### src/rtl/stepseq_onehot.sv
// N-state up/down step sequencer with a built-in clock-enable divider,
// synchronous load with range check, wrap detection and a one-hot state decode.
module stepseq_onehot #(
  parameter int N_STATES = 4,
  parameter int DIV      = 50_000_000,
  localparam int SW = (N_STATES > 2) ? $clog2(N_STATES) : 1,
  localparam int DW = (DIV > 2) ? $clog2(DIV) : 1
) (
  input  logic                clk,
  input  logic                clr,
  input  logic                run,
  input  logic                dir,
  input  logic                hold,
  input  logic                load,
  input  logic [SW-1:0]       load_val,
  output logic [SW-1:0]       state,
  output logic [SW-1:0]       state_b,
  output logic [N_STATES-1:0] onehot,
  output logic                tick,
  output logic                wrap,
  output logic                load_err
);

  localparam logic [DW-1:0] DIV_M1 = DW'(DIV - 1);
  localparam logic [SW-1:0] LAST   = SW'(N_STATES - 1);
  localparam logic [SW:0]   N_EXT  = (SW + 1)'(N_STATES);

  logic [DW-1:0] cnt_q, cnt_d;
  logic [SW-1:0] state_q, state_d;
  logic          wrap_q, wrap_d;
  logic          load_err_q, load_err_d;
  logic          load_ok;

  always_ff @(posedge clk or negedge clr) begin
    if (!clr) begin
      cnt_q      <= '0;
      state_q    <= '0;
      wrap_q     <= 1'b0;
      load_err_q <= 1'b0;
    end else begin
      cnt_q      <= cnt_d;
      state_q    <= state_d;
      wrap_q     <= wrap_d;
      load_err_q <= load_err_d;
    end
  end

  always_comb begin
    cnt_d      = cnt_q;
    state_d    = state_q;
    wrap_d     = 1'b0;
    load_err_d = 1'b0;
    tick       = run & (cnt_q == DIV_M1);
    load_ok    = ({1'b0, load_val} < N_EXT);

    if (run) begin
      cnt_d = tick ? '0 : cnt_q + 1'b1;
    end

    // Load wins over stepping; a rejected load still blocks a coincident step
    // but leaves the divider running normally.
    if (load) begin
      if (load_ok) begin
        state_d = load_val;
        cnt_d   = '0;
      end else begin
        load_err_d = 1'b1;
      end
    end else if (tick && !hold) begin
      if (dir) begin
        if (state_q == LAST) begin
          state_d = '0;
          wrap_d  = 1'b1;
        end else begin
          state_d = state_q + 1'b1;
        end
      end else begin
        if (state_q == '0) begin
          state_d = LAST;
          wrap_d  = 1'b1;
        end else begin
          state_d = state_q - 1'b1;
        end
      end
    end
  end

  always_comb begin
    onehot = '0;
    for (int i = 0; i < N_STATES; i++) begin
      onehot[i] = (state_q == SW'(i));
    end
  end

  assign state    = state_q;
  assign state_b  = ~state_q;
  assign wrap     = wrap_q;
  assign load_err = load_err_q;

endmodule

### config.mk
export PLATFORM = sky130hd
export DESIGN_NAME = stepseq_onehot
export DESIGN_NICKNAME = d
export VERILOG_FILES = /design/src/rtl/stepseq_onehot.sv
export SDC_FILE = /design/constraint.sdc
export NUM_CORES = 1
export LEC_CHECK = 0
export ABC_AREA = 0
export BUFFER_PORTS_ARGS = -buffer_cell sky130_fd_sc_hd__buf_2
export CORE_MARGIN = 3
export CORE_UTILIZATION = 58
export CTS_CLUSTER_SIZE = 25
export DETAILED_ROUTE_END_ITERATION = 7
export HOLD_SLACK_MARGIN = 0.1
export PLACE_DENSITY_LB_ADDON = 0.12
export SETUP_SLACK_MARGIN = 0.15
export SLEW_MARGIN = 20
export SYNTH_ARGS = -nofsm -noshare
export SYNTH_HDL_FRONTEND = slang
export SYNTH_SLANG_ARGS = --single-unit
### constraint.sdc
create_clock -name clk -period 2.3 [get_ports clk]
set_clock_uncertainty 0.1 [all_clocks]
set_input_delay 0.23 -clock clk [delete_from_list [all_inputs] [get_ports clk]]
set_output_delay 0.23 -clock clk [all_outputs]
set_load 0.05 [all_outputs]
== Yosys cells after proc, flatten, opt, wreduce, memory -nomap -nowiden ==
Cells that the tools add are included.
Widths: inputs -> output; s select.
Word-level totals
  register bits: 29
  logic and storage cells: 30
  output and inout bits: 11
  bits of input ports: 8
Cells by class
  bitwise operators: 2
  add/subtract/negate cells: 3
  multiplexer cells: 13
  reductions and logical operators: 5
  equal/unequal tests: 4
Operators with widths (count)
  $mux 26: 3
  $add 26x1->26 const B: 1
  $eq 26x26->1 const B: 1
  $mux 2: 5
  $mux 1: 5
  $eq 2x2->1 const B: 2
  $reduce_bool 2->1: 2
  $add 2x1->2 const B: 1
  $eq 2x1->1 const B: 1
  $logic_not 2->1: 1
  $not 2->2: 1
  $sub 2x1->2 const B: 1
  $and 1x1->1: 1
  $logic_and 1x1->1: 1
  $logic_not 1->1: 1

== Depth between registers and ports, before layout ==
Gate-level depths: netlist of run 1.
  depth after elaboration: 5
  depth in mapped cells: 6
  gate-level depth less buffers: 5

== Worst setup path after synthesis of run 1 ==
No wires, ideal clock.
  kind: register to register
  start point: register cnt_q[0]
  end point: register wrap_q (netlist: wrap)
  arrival time: 2537 ps
  cell stages (with the launch flop): 6
  data required time: 2095 ps
  period minus slack after synthesis: 2743 ps
  buffers on the path: 0
  slack: -443 ps
  library setup time: 105 ps
  cell sequence: dfrtp_1 > ha_1 > nand4_1 > or3_2 > nor3_1 > nor4b_1
Between the ends
  longest elaborated chain between the ends: 5
RTL lines
  start, declared: RTL line 28  | logic [DW-1:0] cnt_q, cnt_d;
  start signal, assigned: RTL line 41  | cnt_q <= cnt_d;
  $eq 26x26->1: RTL line 53  | tick = run & (cnt_q == DIV_M1);
  $and 1x1->1: RTL line 53
  via tick: RTL line 19  | output logic tick,
  $logic_and 1x1->1: RTL line 69  | end else if (tick && !hold) begin
  $mux 1: RTL line 69
  $mux 1: RTL line 62  | if (load) begin
  via wrap_d: RTL line 30  | logic wrap_q, wrap_d;
  end signal, assigned: RTL line 43  | wrap_q <= wrap_d;
  end, declared: RTL line 30
The timed path passes the listed nets, and every way through them passes these cells.
A chain may end at the register's enable or synchronous reset.

== Worst setup path after layout of run 1 ==
  start point: register cnt_q[7]
  end point: output tick
Between the ends
  longest elaborated chain between the ends: 2
RTL lines (RTL line)
  $eq 26x26->1: 53
  $and 1x1->1: 53
  end, declared: 19
Every way passes these cells.

==> results of run 1 <==
[registers in the layout (all words and copies together) (netlist names)]
register,count
cnt_q,26
state,2
wrap,1
[worst reg2reg max path, stage by stage, from the launching register on]
cell	delay, ns
dfrtp_1	0.41
ha_4	0.17
nand4_1	0.13
buf_4	0.19
or4_4	0.44
or4_1	0.47
nand3_1	0.10
[layout by cell type (no fill, tap or decap), types with 3 or more instances in the layout]
cell type,n
nand4_1,11
dfrtp_1,22
nand3_1,12
a21oi_1,16
clkbuf_4,5
o21ai_0,10
or4_4,4
nand2_1,13
dfrtp_2,7
or3_1,6
nor2_1,11
nor4b_1,4
xor2_1,7
or4_1,9
xnor2_1,3
buf_2,16
ha_1,4
o31ai_1,7
buf_4,15
or3_2,3
dlygate4sd3_1,4
[layout make-up]
class | instances | area [µm²] | area share [%]
repair buffers | 37 | 255 | 12.0
clock inverters | 1 | 5.00 | 0.234
multi-input cells | 149 | 1010 | 47.5
clock buffers | 7 | 65.1 | 3.05
well taps | 31 | 38.8 | 1.82
flip-flops and latches | 29 | 734 | 34.4
inverters | 4 | 22.5 | 1.05
[kinds of logic after synthesis]
group                      count (synthesis)
xor gates and xnor gates                  10
DFF                                       29
and+or+nand+nor                           92
muxes                                      2
buffers and inverters                     15
AOI/OAI and AO/OA                         39
other                                      1
adders and majority gates                  5
[power by group]
group | internal, mW | switching [mW] | leakage [nW]
clock | 0.177 | 0.181 | 0.0413
sequential | 0.516 | 0.00935 | 0.390
combinational | 0.0406 | 0.100 | 0.429
total | 0.733 | 0.291 | 0.860
[through the flow]
stage | instances | util, % | hold slack (ns)
floorplan | 193 | - | -0.166
finish | 258 | 75.5 | 0.174
detailed placement | 231 | 65.6 | 0.188
global route | 258 | 75.5 | 0.169
CTS | 246 | 71.2 | 0.145
global placement | 231 | 65.6 | 0.183
[per-layer routing]
metal | up-vias | wire, µm
met1 | 832 | 1990
met5 | - | 0
met4 | 0 | 64
met3 | 10 | 285
met2 | 72 | 2190
li1 | 790 | -
[path summary, 6_finish.rpt]
kind                           start  slack [ns]  cells after the start   endpoint
max                         cnt_q[7]        0.20                      3       tick
min                             load        0.17                      2   cnt_q[0]
max reg2reg                 cnt_q[1]        0.22                      6   state[1]
min reg2reg                cnt_q[25]        0.47                      2  cnt_q[25]
max in group asynchronous        clr        1.28                      2  cnt_q[23]
min in group asynchronous        clr        0.36                      2   state[0]
[synth_stat cells, types with 2 or more instances]
cell type | instances | area, µm²
and3_1 | 2 | 12.5
mux2i_1 | 2 | 20.0
dfrtp_1 | 29 | 726
nor2b_1 | 2 | 12.5
or3_2 | 4 | 30.0
nand2_1 | 13 | 48.8
nor2_1 | 11 | 41.3
nand3_1 | 13 | 65.1
buf_2 | 3 | 15.0
ha_1 | 5 | 62.6
inv_1 | 4 | 15.0
clkbuf_1 | 6 | 22.5
or3_1 | 6 | 37.5
xnor2_1 | 3 | 26.3
nor3_1 | 3 | 15.0
nand4_1 | 11 | 68.8
o31ai_1 | 7 | 52.6
nand2b_1 | 2 | 12.5
or4_1 | 12 | 90.1
a21oi_1 | 16 | 80.1
xor2_1 | 7 | 61.3
o21ai_0 | 10 | 50.1
and2_1 | 2 | 12.5
nor4b_1 | 4 | 35.0
[timing repair]
action                                  CTS  global route
hold buffers                              4             0
buffers inserted                          3            12
endpoints found under the setup margin    2            24
pin swaps                                 2             5
endpoints found under the hold margin    32             0
resized for setup                         7             9
cloned                                    0             0
==> flow_metrics.py, run 1 <==
metrics = {
    "synth": {
        "synthDistinctLibCells": 40,
        "syn_nets": 206,
        "muxShareOfSynthArea_pct": 1.14,
        "synth_compound_area_share_pct": 13.8,
        "syn_area_mm2": 0.00175,
        "synthAdderAreaFrac_pct": 3.57,
        "async_flop_share_pct": 100,
        "yosysWarnings": 0,
        "synth_top_family_by_area": "simple AND/OR/NAND/NOR gates",
        "synth-seq-cells": 29,
        "ys.flop_type": "dfrtp_1",
        "syn_avg_cell_area_um2": 9.09,
        "synth_edf_count": 0,
        "synthSimpleGateAreaFrac_pct": 31.2,
        "synth_xor_area_share_pct": 4.99,
        "yosysSeqAreaShare_pct": 41.4,
        "netlist_instances": 193,
    },
    "floorplanning": {
        "die_w_um": 61.0,
        "die_h_um": 61.0,
        "core_area_mm2": 0.00283,
        "io_pins": 19,
        "rows": 19,
        "fp.dieArea_mm2": 0.00372,
        "start_util_pct": 62.0,
    },
    "place": {
        "gp_congestion": 0.912,
        "hpwl_um": 2920,
        "pre_cts_ws_ns": 0.154,
        "dpl_cell_area_mm2": 0.00186,
        "io_buffers": 17,
    },
    "worst_setup_path": {
        "arrival_ns": 1.77,
        "crit_family": "simple AND/OR/NAND/NOR gates",
        "cp_max_fo": 8,
        "crit_path_start_kind": "register",
        "max_stage_delay_ns": 0.56,
        "worstPathCellList": "or4_4 -> nor3_4 -> buf_6",
        "cp_num_buf_inv": 1,
        "crit_path_end_kind": "output pin",
        "cpMaxStageDelayCell": "or4_4",
        "cp.required_ns": 1.97,
        "worst-setup-path-type": "reg -> out",
    },
    "detailed_routing": {
        "totalWireLength_um": 4530,
        "firstDrtPassIters": 4,
        "via_per_inst": 6.60,
        "ant_nets": 0,
        "drc_errors": 0,
        "vias": 1704,
        "wl_per_cell_um": 17.6,
        "drt_first_iter_violations": 128,
    },
    "global_routing": {
        "grt-ovfl-total": 0,
        "use_met3_pct": 8.09,
        "grt_busiest_layer": "met2",
        "use_met2_pct": 40.0,
        "grt_max_degree": 30,
        "antenna_found_initial": 0,
        "grt_pass1_vias": 1560,
        "grt.total_usage_pct": 26.2,
        "grt_pass1_wl_um": 7180,
        "use_met1_pct": 34.7,
    },
    "layout": {
        "num-fill-cells": 202,
        "final_cell_area_mm2": 0.00214,
        "nets": 239,
        "num_antenna_cells": 0,
        "synthToLayoutAreaGrowth_pct": 21.8,
        "drive_above_1_share_pct": 29.5,
    },
    "cts": {
        "clock_latency_ns": 0.32,
        "cts_tree": "built",
        "clock_sinks": 29,
        "root_buffer": "clkbuf_4",
        "cts_made_buffers": 5,
        "cts_max_path_buffers": 2,
        "h-tree-depth": 2,
        "clk_pin_slew_ns": 0.10,
    },
    "flow_run": {
        "cap_violations": 0,
    },
    "sta": {
        "max_freq_ghz": 0.475,
        "setup_viol": 0,
        "hold_viol_final": 0,
        "rsz0062_at_grt": "yes",
        "max_slew_margin_pct": 57.3,
        "fin_ws_ns": 0.195,
        "tns_ns": 0,
        "worstMarginPinSlew_ns": 0.640,
        "period_share_pct": 91.5,
        "post-route-min-period_ns": 2.10,
        "maxSlewViolCount": 0,
    },
    "status": {
        "status": "finished clean",
    },
    "pwr": {
        "p_total_mw": 1.02,
        "power.density_mw_per_mm2": 479,
        "ir_drop_mv": 0.370,
        "power.leakage_nw": 0.860,
    },
    "hold_path": {
        "holdCritPathClass": "in -> reg",
    },
}
(Power assumes the default switching activity.)
==> run 2: changes to the inputs <==
- CORE_ASPECT_RATIO: default -> 0.7
==> flow_metrics.py, run 2 (same netlist as run 1, synthesis figures left out) <==
metrics = {
    "hold_path": {
        "hold_path_end": "wrap",
        "holdCritPathClass": "in -> reg",
        "min_path_cells": 3,
        "hold_start": "dir",
    },
    "pwr": {
        "seq_power_share_pct": 46.4,
        "power.density_mw_per_mm2": 528,
        "p_switching_mw": 0.305,
        "clkPwrFrac_pct": 41.0,
        "ir_drop_mv": 0.391,
        "p_comb_share_pct": 12.6,
        "power.leakage_nw": 0.859,
        "netSwitchingFraction_pct": 26.9,
        "internal_power_mw": 0.829,
    },
    "worst_setup_path": {
        "worst-setup-path-type": "reg -> reg",
        "rr_worst_depth": 6,
        "r2r_slack_ns": 0.19,
        "crit_path_start_kind": "register",
        "worstPathCellList": "ha_4 -> nand4_1 -> buf_4 -> or4_4 -> or4_4 -> nand3_2",
        "regToRegEndpoint": "state[1]",
        "crit_path_end_kind": "register",
        "cp_max_fo": 4,
        "max_stage_delay_ns": 0.49,
        "cpMaxStageDelayCell": "or4_4",
        "cpMostUsedCell": "or4_4",
        "cp.required_ns": 2.41,
        "timing.rr.start": "cnt_q[0]",
        "arrival_ns": 2.22,
    },
    "place": {
        "gp_congestion": 0.888,
        "hpwl_um": 2970,
        "io_buffers": 17,
        "dpl_cell_area_mm2": 0.00188,
        "dp.cells": 238,
    },
    "floorplanning": {
        "rows": 16,
        "core_area_mm2": 0.00284,
        "fp.dieArea_mm2": 0.00373,
        "start_util_pct": 61.7,
        "die_h_um": 52.0,
        "io_pins": 19,
        "die_w_um": 71.7,
    },
    "layout": {
        "drive_above_1_share_pct": 28.4,
        "finalNonFillerCells": 258,
        "final_cell_area_mm2": 0.00215,
        "largest_reg_flops": 26,
        "synthToLayoutAreaGrowth_pct": 22.3,
        "nets": 234,
        "regMostFlops": "cnt_q",
        "mostFrequentLayoutCells": "24 x dfrtp_1, 16 x a21oi_1, 16 x buf_2",
        "final_common_cell": "dfrtp_1",
        "num_antenna_cells": 0,
        "num-fill-cells": 193,
    },
    "global_routing": {
        "antenna_found_initial": 0,
        "grt_max_degree": 30,
        "grt_pass1_vias": 1503,
        "grt.total_usage_pct": 26.5,
        "grt-ovfl-total": 0,
        "grt_pass1_wl_um": 7430,
    },
    "sta": {
        "whs_ns": 0.221,
        "rsz0062_at_grt": "yes",
        "period_share_pct": 91.6,
        "max_slew_margin_pct": 57.4,
        "tns_ns": 0,
        "max_freq_ghz": 0.475,
        "post-route-min-period_ns": 2.11,
        "maxSlewViolCount": 0,
        "worstMarginPinSlew_ns": 0.639,
        "setup_viol": 0,
        "hold_viol_final": 0,
    },
    "status": {
        "status": "finished clean",
    },
    "detailed_routing": {
        "totalWireLength_um": 4680,
        "firstDrtPassIters": 5,
        "via_per_inst": 6.60,
        "drt_first_iter_violations": 110,
        "ant_nets": 0,
        "wl_per_cell_um": 18.1,
        "vias": 1704,
        "drc_errors": 0,
    },
    "cts": {
        "cts_made_buffers": 5,
        "root_buffer": "clkbuf_8",
        "clock_sinks": 29,
        "clk_pin_slew_ns": 0.06,
        "cts_tree": "built",
        "cts_max_path_buffers": 2,
        "h-tree-depth": 2,
        "clock_latency_ns": 0.28,
    },
    "flow_run": {
        "cap_violations": 0,
    },
}
[run 2: cell type report]
| cell class | count | area, µm² | share of cell area (%) |
|---|---|---|---|
| sequential | 29 | 732 | 34.1 |
| inverter | 4 | 22.5 | 1.05 |
| tap | 36 | 45.0 | 2.10 |
| clock inverter | 1 | 5.00 | 0.233 |
| timing repair buffer | 32 | 218 | 10.1 |
| clock buffer | 7 | 96.3 | 4.49 |
| multi-input combinational | 149 | 1030 | 47.9 |
[run 2: worst max-delay path by stage]
stage | start | end | depth (start not counted) | slack (ns)
after floorplan | cnt_q[0] | wrap | 5 | 0.21
after CTS | cnt_q[17] | tick | 4 | 0.17
after global routing | cnt_q[13] | tick | 4 | 0.13
after global placement | cnt_q[0] | cnt_q[16] | 5 | 0.18
final | cnt_q[0] | state[1] | 6 | 0.19
after detailed placement | cnt_q[0] | cnt_q[16] | 5 | 0.10
[run 2: power by group through the flow]
stage	registers (mW)	logic, mW	clock network (mW)
after floorplan	0.545	0.0781	0
final	0.525	0.143	0.465
after CTS	0.524	0.134	0.472
after detailed placement	0.535	0.123	0
after global routing	0.526	0.154	0.495
after global placement	0.534	0.120	0
[run 2: layer usage]
layer	GRT usage [%]	part of all wire (%)	vias to the layer above	wire length (µm)
met5	0	0	-	0
met1	35.9	43	818	1990
li1	-	-	777	-
met4	10.9	2.1	0	99
met2	41.5	46	97	2150
met3	5.60	9.2	12	432
[run 2: through the flow]
stage               total power [mW]  setup slack (ns)  utilization (%)
global placement               0.654             0.184             66.1
detailed placement             0.658             0.104             66.1
finish                          1.13             0.194             75.5
global route                    1.18             0.131             75.5
CTS                             1.13             0.171             72.1
floorplan                      0.623             0.210                -
[run 2: repair_timing]
item	in CTS	in global routing
resized for setup	3	14
hold endpoints to repair	32	0
pin swaps	0	3
endpoints found under the setup margin	2	20
cloned	0	0
hold buffers	4	0
setup buffers	3	5
[run 2: worst max-delay path, delay by kind of cell, from the launching register on]
family,cells,cell delay [ns]
adders and majority gates,1,0.17
buffers and inverters,1,0.19
DFF,1,0.40
and+or+nand+nor,4,1.16
==> run 3: changes to the inputs <==
- PLACE_DENSITY: default -> 0.76
- PLACE_DENSITY_LB_ADDON: 0.12 -> default
==> flow_metrics.py, run 3 (same netlist as run 1, synthesis figures left out) <==
metrics = {
    "status": {
        "status": "finished clean",
    },
    "global_routing": {
        "use_met2_pct": 38.0,
        "use_met3_pct": 8.69,
        "grt-ovfl-total": 0,
        "grt.total_usage_pct": 25.8,
        "grt_pass1_wl_um": 7290,
        "antenna_found_initial": 0,
        "grt_busiest_layer": "met2",
        "grt_max_degree": 30,
        "use_met1_pct": 34.2,
        "grt_pass1_vias": 1511,
    },
    "sta": {
        "maxSlewViolCount": 0,
        "max_slew_margin_pct": 57.5,
        "max_freq_ghz": 0.471,
        "tns_ns": 0,
        "worstMarginPinSlew_ns": 0.637,
        "hold_viol_final": 0,
        "setup_viol": 0,
        "period_share_pct": 92.3,
        "rsz0062_at_grt": "yes",
        "post-route-min-period_ns": 2.12,
    },
    "layout": {
        "nets": 233,
        "final_cell_area_mm2": 0.00211,
        "synthToLayoutAreaGrowth_pct": 20.0,
        "drive_above_1_share_pct": 25.3,
        "regMostFlops": "cnt_q",
        "multi_input_area_um2": 998,
        "largest_reg_flops": 26,
        "num_antenna_cells": 0,
        "regArea_um2": 732,
        "final_common_cell": "dfrtp_1",
        "mostFrequentLayoutCells": "24 x dfrtp_1, 16 x a21oi_1, 16 x buf_2",
        "num-fill-cells": 194,
        "finalNonFillerCells": 257,
        "fin_util_pct": 74.1,
    },
    "place": {
        "dp.cells": 238,
        "dpl_cell_area_mm2": 0.00188,
        "hpwl_um": 2880,
        "io_buffers": 17,
        "gp_congestion": 0.895,
    },
    "hold_path": {
        "holdCritPathClass": "in -> reg",
        "hold_start": "load",
    },
    "detailed_routing": {
        "firstDrtPassIters": 5,
        "drc_errors": 0,
        "drt_first_iter_violations": 184,
        "wl_per_cell_um": 17.5,
        "totalWireLength_um": 4490,
        "vias": 1695,
        "via_per_inst": 6.60,
        "ant_nets": 0,
    },
    "pwr": {
        "power.density_mw_per_mm2": 537,
        "p_total_mw": 1.13,
        "power.leakage_nw": 0.847,
        "ir_drop_mv": 0.400,
    },
    "cts": {
        "clk_pin_slew_ns": 0.06,
        "h-tree-depth": 2,
        "cts_max_path_buffers": 2,
        "clock_latency_ns": 0.29,
        "cts_made_buffers": 5,
        "clock_sinks": 29,
        "cts_tree": "built",
        "root_buffer": "clkbuf_8",
    },
    "floorplanning": {
        "rows": 16,
        "start_util_pct": 61.7,
        "io_pins": 19,
        "fp.dieArea_mm2": 0.00373,
        "die_w_um": 71.7,
        "die_h_um": 52.0,
        "core_area_mm2": 0.00284,
    },
    "worst_setup_path": {
        "worst-setup-path-type": "reg -> out",
        "cp_max_fo": 8,
        "crit_path_end_kind": "output pin",
        "cp.required_ns": 1.97,
        "startpoint": "cnt_q[7]",
        "crit_path_start_kind": "register",
        "timing.rr.start": "cnt_q[0]",
        "arrival_ns": 1.79,
    },
    "flow_run": {
        "cap_violations": 0,
    },
}
-- run 3: cell types whose count changed in the layout (fill, tap and decap cells not counted), sizes merged --
cell / previous run / this run
buf: 28 / 27
-- run 3: stage by stage --
step	hold WS, ns	setup slack [ns]
2_1_floorplan	-0.166	0.210
3_3_place_gp	0.182	0.193
3_5_place_dp	0.191	0.132
4_1_cts	0.202	0.171
5_1_grt	0.237	0.116
6_report	0.209	0.178
-- run 3: path summary, 6_finish.rpt --
check                                 end  slack, ns  cells after the start
worst max-delay path                 tick       0.18                      3
max in group asynchronous        cnt_q[1]       1.24                      2
worst min register to register   cnt_q[5]       0.49                      2
min in group asynchronous       cnt_q[13]       0.40                      2
worst max register to register  cnt_q[20]       0.19                      7
worst min-delay path             cnt_q[1]       0.21                      2
-- run 3: power breakdown --
| part | total (mW) | switching, mW | internal (mW) |
|---|---|---|---|
| Sequential | 0.526 | 0.00960 | 0.517 |
| Clock | 0.472 | 0.202 | 0.270 |
| Combinational | 0.134 | 0.0967 | 0.0370 |
-- run 3: area by class of cell --
cell class / instances / share of cell area, %
clock buffers: 7 / 4.58
clock inverters: 1 / 0.238
inverters: 4 / 1.07
multi-input cells: 149 / 47.4
flip-flops and latches: 29 / 34.8
well taps: 36 / 2.14
repair buffers: 31 / 9.80
-- run 3: repair_timing --
action	CTS	global route
setup endpoints to repair	2	21
buffers inserted	2	5
hold buffers	4	0
gates resized for setup	6	4
pin swaps	1	2
hold endpoints to repair	32	0
cloned	0	0
-- run 3: critical path, stage by stage (launching register included) --
cell	delay (ns)
dfrtp_1	0.47
or4_1	0.60
nor3_4	0.25
buf_6	0.19
-- run 3: metal layers --
metal	part of all wire, %	up-vias
met5	0	-
met4	3.0	0
met3	8.9	22
met2	44	91
met1	44	802
li1	-	780
